<file path="src/rtl/time_set_keeper_if.sv">
// ============================================================================
//  Module      : time_set_keeper_if
//  Description : Bundles the button/tick inputs and the time/status outputs
//                of the time-of-day keeper.
//  Revision    : 1.0 - initial release
// ============================================================================
`default_nettype none

interface time_set_keeper_if;
    logic       tick_1s;
    logic [5:0] btn_nedge;
    logic       btn_pedge;
    logic [4:0] hour;
    logic [5:0] min;
    logic [5:0] sec;
    logic       set_mode;
    logic [2:0] blink;
    logic       day_pulse;

    // Stimulus side: drives pulses, observes time and status.
    modport master (
        output tick_1s, btn_nedge, btn_pedge,
        input  hour, min, sec, set_mode, blink, day_pulse
    );

    // Keeper side: consumes pulses, owns the time registers.
    modport slave (
        input  tick_1s, btn_nedge, btn_pedge,
        output hour, min, sec, set_mode, blink, day_pulse
    );
endinterface

`default_nettype wire

</file>
<file path="src/rtl/time_set_keeper.sv">
// ============================================================================
//  Module      : time_set_keeper
//  Description : Time-of-day keeper with RUN/SET editing state machine.
//                Advances hh:mm:ss on a 1 Hz tick in RUN; edits one field
//                at a time (no carry) in SET.
//  Revision    : 1.0 - initial release
// ============================================================================
`default_nettype none

module time_set_keeper #(
    parameter int HOUR_MAX = 23,
    parameter int MIN_MAX  = 59,
    parameter int SEC_MAX  = 59
) (
    input  wire logic          clk,
    input  wire logic          reset,
    time_set_keeper_if.slave   tk
);

    localparam logic [4:0] c_hour_max = 5'(HOUR_MAX);
    localparam logic [5:0] c_min_max  = 6'(MIN_MAX);
    localparam logic [5:0] c_sec_max  = 6'(SEC_MAX);

    typedef enum logic [0:0] {
        ST_RUN = 1'b0,
        ST_SET = 1'b1
    } state_t;

    typedef enum logic [1:0] {
        FLD_SEC  = 2'd0,
        FLD_MIN  = 2'd1,
        FLD_HOUR = 2'd2
    } field_t;

    state_t     r_state, w_state_nxt;
    field_t     r_sel,   w_sel_nxt;
    logic [4:0] r_hour,  w_hour_nxt;
    logic [5:0] r_min,   w_min_nxt;
    logic [5:0] r_sec,   w_sec_nxt;
    logic       r_day,   w_day_nxt;
    logic [2:0] w_sel_onehot;

    logic w_set_btn;
    logic w_sel_btn;
    logic w_clr_btn;
    logic w_unused_btn;

    assign w_set_btn    = tk.btn_nedge[0];
    assign w_sel_btn    = tk.btn_nedge[1];
    assign w_clr_btn    = tk.btn_nedge[2];
    // Upper button releases belong to other blocks.
    assign w_unused_btn = ^tk.btn_nedge[5:3];

    // State, field select, time fields and day pulse registers.
    always_ff @(posedge clk or posedge reset) begin
        if (reset) begin
            r_state <= ST_RUN;
            r_sel   <= FLD_SEC;
            r_hour  <= '0;
            r_min   <= '0;
            r_sec   <= '0;
            r_day   <= 1'b0;
        end else begin
            r_state <= w_state_nxt;
            r_sel   <= w_sel_nxt;
            r_hour  <= w_hour_nxt;
            r_min   <= w_min_nxt;
            r_sec   <= w_sec_nxt;
            r_day   <= w_day_nxt;
        end
    end

    // Next-state logic: RUN counts with carry, SET edits one field without carry.
    always_comb begin
        w_state_nxt = r_state;
        w_sel_nxt   = r_sel;
        w_hour_nxt  = r_hour;
        w_min_nxt   = r_min;
        w_sec_nxt   = r_sec;
        w_day_nxt   = 1'b0;

        case (r_state)
            ST_RUN: begin
                if (w_set_btn) begin
                    w_state_nxt = ST_SET;
                    w_sel_nxt   = FLD_SEC;
                end
                // Clearing seconds overrides the tick, so no carry is produced.
                if (w_clr_btn) begin
                    w_sec_nxt = '0;
                end else if (tk.tick_1s) begin
                    if (r_sec == c_sec_max) begin
                        w_sec_nxt = '0;
                        if (r_min == c_min_max) begin
                            w_min_nxt = '0;
                            if (r_hour == c_hour_max) begin
                                w_hour_nxt = '0;
                                w_day_nxt  = 1'b1;
                            end else begin
                                w_hour_nxt = r_hour + 5'd1;
                            end
                        end else begin
                            w_min_nxt = r_min + 6'd1;
                        end
                    end else begin
                        w_sec_nxt = r_sec + 6'd1;
                    end
                end
            end

            ST_SET: begin
                // Leaving SET drops any coincident increment or select.
                if (w_set_btn) begin
                    w_state_nxt = ST_RUN;
                end else begin
                    if (tk.btn_pedge) begin
                        case (r_sel)
                            FLD_SEC:  w_sec_nxt  = (r_sec  == c_sec_max)  ? 6'd0 : r_sec  + 6'd1;
                            FLD_MIN:  w_min_nxt  = (r_min  == c_min_max)  ? 6'd0 : r_min  + 6'd1;
                            FLD_HOUR: w_hour_nxt = (r_hour == c_hour_max) ? 5'd0 : r_hour + 5'd1;
                            default:  ;
                        endcase
                    end
                    if (w_sel_btn) begin
                        case (r_sel)
                            FLD_SEC:  w_sel_nxt = FLD_MIN;
                            FLD_MIN:  w_sel_nxt = FLD_HOUR;
                            default:  w_sel_nxt = FLD_SEC;
                        endcase
                    end
                end
            end

            default: begin
                w_state_nxt = ST_RUN;
                w_sel_nxt   = FLD_SEC;
            end
        endcase
    end

    // One-hot decode of the selected field for the display blink mask.
    always_comb begin
        w_sel_onehot = 3'b000;
        case (r_sel)
            FLD_SEC:  w_sel_onehot = 3'b001;
            FLD_MIN:  w_sel_onehot = 3'b010;
            FLD_HOUR: w_sel_onehot = 3'b100;
            default:  w_sel_onehot = 3'b000;
        endcase
    end

    assign tk.hour      = r_hour;
    assign tk.min       = r_min;
    assign tk.sec       = r_sec;
    assign tk.set_mode  = (r_state == ST_SET);
    assign tk.blink     = (r_state == ST_SET) ? w_sel_onehot : 3'b000;
    assign tk.day_pulse = r_day;

endmodule

`default_nettype wire

</file>
<file path="src/flat_wrapper.sv">
// flat-port wrapper written by rule: the top's interface ports become plain ports
module time_set_keeper_flat 
#(
    parameter int HOUR_MAX = 23,
    parameter int MIN_MAX  = 59,
    parameter int SEC_MAX  = 59
)
  (clk, reset, tk_tick_1s, tk_btn_nedge, tk_btn_pedge, tk_hour, tk_min, tk_sec, tk_set_mode, tk_blink, tk_day_pulse);
  time_set_keeper_if tk_i ();
  input  wire logic clk;
  input  wire logic reset;
  input wire logic [$bits(tk_i.tick_1s)-1:0] tk_tick_1s;
  input wire logic [$bits(tk_i.btn_nedge)-1:0] tk_btn_nedge;
  input wire logic [$bits(tk_i.btn_pedge)-1:0] tk_btn_pedge;
  output wire logic [$bits(tk_i.hour)-1:0] tk_hour;
  output wire logic [$bits(tk_i.min)-1:0] tk_min;
  output wire logic [$bits(tk_i.sec)-1:0] tk_sec;
  output wire logic [$bits(tk_i.set_mode)-1:0] tk_set_mode;
  output wire logic [$bits(tk_i.blink)-1:0] tk_blink;
  output wire logic [$bits(tk_i.day_pulse)-1:0] tk_day_pulse;
  assign tk_i.tick_1s = tk_tick_1s;
  assign tk_i.btn_nedge = tk_btn_nedge;
  assign tk_i.btn_pedge = tk_btn_pedge;
  assign tk_hour = tk_i.hour;
  assign tk_min = tk_i.min;
  assign tk_sec = tk_i.sec;
  assign tk_set_mode = tk_i.set_mode;
  assign tk_blink = tk_i.blink;
  assign tk_day_pulse = tk_i.day_pulse;
  time_set_keeper #(.HOUR_MAX(HOUR_MAX), .MIN_MAX(MIN_MAX), .SEC_MAX(SEC_MAX)) u_core (.clk(clk), .reset(reset), .tk(tk_i));
endmodule
</file>
<file path="config.mk">
export PLATFORM = sky130hd
export DESIGN_NAME = time_set_keeper_flat
export DESIGN_NICKNAME = d
export VERILOG_FILES = /design/src/rtl/time_set_keeper_if.sv /design/src/rtl/time_set_keeper.sv /design/src/flat_wrapper.sv
export SDC_FILE = /design/constraint.sdc
export NUM_CORES = 1
export LEC_CHECK = 0
export BUFFER_PORTS_ARGS = -buffer_cell sky130_fd_sc_hd__buf_2
export CAP_MARGIN = 20
export CORE_ASPECT_RATIO = 0.7
export CORE_MARGIN = 3
export CORE_UTILIZATION = 40
export DETAILED_ROUTE_END_ITERATION = 10
export SLEW_MARGIN = 20
export SYNTH_ARGS = -nofsm -noshare
export SYNTH_HDL_FRONTEND = slang
export SYNTH_SLANG_ARGS = --single-unit
export TNS_END_PERCENT = 1
</file>
<file path="constraint.sdc">
create_clock -name clk -period 5.1 [get_ports clk]
set_input_delay 1.02 -clock clk [delete_from_list [all_inputs] [get_ports clk]]
set_output_delay 1.02 -clock clk [all_outputs]
set_load 0.05 [all_outputs]
</file>
==> impl_metrics.tcl <==
set metrics [dict create \
    outcome "complete, no violations" \
    worstSkewPairLatency_ns 0.27 \
    cap_violations 0 \
    required_ns 5.30 \
    ff2ff_path_depth 5 \
    dr.pass1.iters 4 \
    cts_tree "built" \
    synth_top_area_frac 0.422 \
    antenna_found_initial 0 \
    synthesis.nets 139 \
    synth_edf_count 0 \
    period_minus_slack_ns 2.60 \
    die_area_um2 3830 \
    crit_arrival_ns 2.79 \
    worst-path-max-fanout 13 \
    slew_violations 0 \
    dp.cells 186 \
    num-nets-final 169 \
    ys_top_cells_by_count "dfrtp_1, nand2_1, a21oi_1" \
    clk_pin_slew_ns 0.08 \
    ys_warn_count 0 \
    netlist_instances 125 \
    synth_seq_area_share 0.422 \
    fillCellCount 284 \
    clock.fmax_mhz 385 \
    power_density_nw_per_um2 564 \
    drt_iter0_markers 39 \
    grtUsageTotal 0.160 \
    utilization 0.508 \
    end_kind "flop" \
    critPathLaunchType "input pin" \
    syn2layout_area_growth_pct 17.6 \
    dp_hpwl_um 2130 \
    diodes 0 \
    setup_ws_ns 2.50 \
    hold_start "u_core.tk.hour[4]$_DFFE_PP0P_" \
    die_height_um 52.7 \
    r2r-start "u_core.tk.set_mode$_DFF_PP0_" \
    hold_viol 0 \
    min_to "u_core.tk.hour[4]$_DFFE_PP0P_" \
    synthArstFlopShare 1.00 \
    place_area_um2 1420 \
    num_vias 1084 \
    core-area_um2 2880 \
    cts_resized 0 \
    wl_per_cell_um 14.9 \
    synth_top_area_cell "dfrtp_1" \
    fin_area_um2 1460 \
    core.rowCount 16 \
    die_w_um 72.7 \
    synth_area_leaders "dfrtp_1, ha_1, mux2_1, a21oi_1, nand4bb_1" \
    post_cts_buffers 0 \
    cts_buffer_depth 2 \
    syn_area_per_cell_um2 9.96 \
    htree_levels 1 \
    pre_cts_ws_ns 2.24 \
    first_global_vias 973 \
    power_leakage_nw 0.679 \
    fin_crit_sh 0.509 \
    worst_pin_slew_ns 0.810 \
    gp_congestion 0.736 \
    drc 0 \
    whs_path_depth 1 \
    synth_seq_cells 21 \
    finClkSkew_ns 0.00597 \
    grt_max_degree 22 \
    synth_area_um2 1240 \
    io_pins 32 \
    cts_num_sinks 21 \
    synth_cell_types 46 \
    finalSetupViolCount 0 \
    regToRegSetupSlack_ns 2.72 \
    cts_made_buffers 3 \
    placement.io_buffers 28 \
    ctsHoldBuffers 0 \
    drive_gt1_frac 0.234 \
    max_slew_margin 0.459 \
    rsz0062_at_grt "no" \
    r2r_end "u_core.tk.sec[5]$_DFFE_PP0P_" \
    start_util 0.432 \
    ant_nets 0 \
    hp-class "reg2reg" \
    via_per_inst 5.71 \
    overflow 0 \
    synth.most_common_cell "dfrtp_1" \
    ys.flop_type "dfrtp_1" \
    stdcell_count 190 \
    vdd_drop_max_mv 0.295 \
    grt_pass1_wl_um 4730 \
    drt-total-wl_um 2840 \
    tns_ns 0 \
    crit_type "in2reg" \
    cts-root-buf "clkbuf_8" \
]
state kept, by name, indices dropped and copies added, names as in the netlist:
name / count
u_core.tk.min: 6
u_core.tk.sec: 6
u_core.tk.hour: 5
u_core.r_sel: 2
u_core.tk.day_pulse: 1
u_core.tk.set_mode: 1
layer usage:
layer,up-vias,wire (um),global-route usage,part of all wire
met5,-,0,0,0
met4,0,17,0.0276,0.0060
met3,2,123,0.0421,0.043
met2,25,1270,0.251,0.45
met1,525,1430,0.224,0.50
li1,532,-,-,-
area by class of cell:
type,count,area (um^2),share of cell area
Sequential cell,21,526,0.359
Timing Repair Buffer,28,140,0.0957
Multi-Input combinational cell,95,684,0.468
Clock inverter,1,5.00,0.00342
Tap cell,36,45.0,0.0308
Inverter,6,22.5,0.0154
Clock buffer,3,41.3,0.0282
kinds of logic (layout without fill, tap and decap cells):
family,after synthesis,count (layout),synth area share
flip-flops,21,21,0.422
adder cells (fa/ha/maj),4,4,0.0402
multiplexers,6,6,0.0533
buffers and inverters,9,38,0.0281
AO/OA/AOI/OAI,31,31,0.171
AND/OR/NAND/NOR,52,52,0.271
XOR/XNOR,2,2,0.0141
through the flow:
step	power (W)	hold slack, ns
global placement	0.000706	0.499
finish	0.000826	0.543
CTS	0.000831	0.543
detailed placement	0.000720	0.527
global route	0.000880	0.570
floorplan	0.000618	0.582
worst max path at each step:
stage / to / slack, ns / from / cells after the start
after floorplan: tk_blink[0] / 1.96 / u_core.tk.set_mode$_DFF_PP0_ / 2
after global placement: u_core.tk.sec[5]$_DFFE_PP0P_ / 2.28 / tk_btn_nedge[0] / 6
after detailed placement: u_core.tk.sec[5]$_DFFE_PP0P_ / 2.24 / tk_btn_nedge[0] / 6
after CTS: u_core.tk.sec[5]$_DFFE_PP0P_ / 2.52 / tk_btn_nedge[0] / 6
after global routing: u_core.tk.sec[5]$_DFFE_PP0P_ / 2.46 / tk_btn_nedge[0] / 6
final: u_core.tk.sec[5]$_DFFE_PP0P_ / 2.50 / tk_btn_nedge[0] / 6
layout by cell type, fill, tap and decap left out, types with 4 or more instances in the layout:
cell type	instances
o21ai_0	6
mux2_1	4
nand2b_1	4
buf_2	28
ha_1	4
dfrtp_1	21
nand3_1	4
nand2_1	8
nor3b_1	4
nor2_1	6
inv_1	6
a21oi_1	7
power breakdown:
group | internal (W) | switching (W) | total, W | leakage, nW
logic | 0.000132 | 0.000292 | 0.000425 | 0.381
clock network | 0.0000546 | 0.0000569 | 0.000111 | 0.0255
registers | 0.000213 | 0.0000775 | 0.000290 | 0.273
total | 0.000399 | 0.000427 | 0.000826 | 0.679
critical path: stages:
cell	delay, ns
buf_2	0.12
ha_1	0.34
or2_4	0.31
o32a_4	0.38
or4_1	0.47
a21oi_1	0.15
Power figures use the tool's default switching activity.
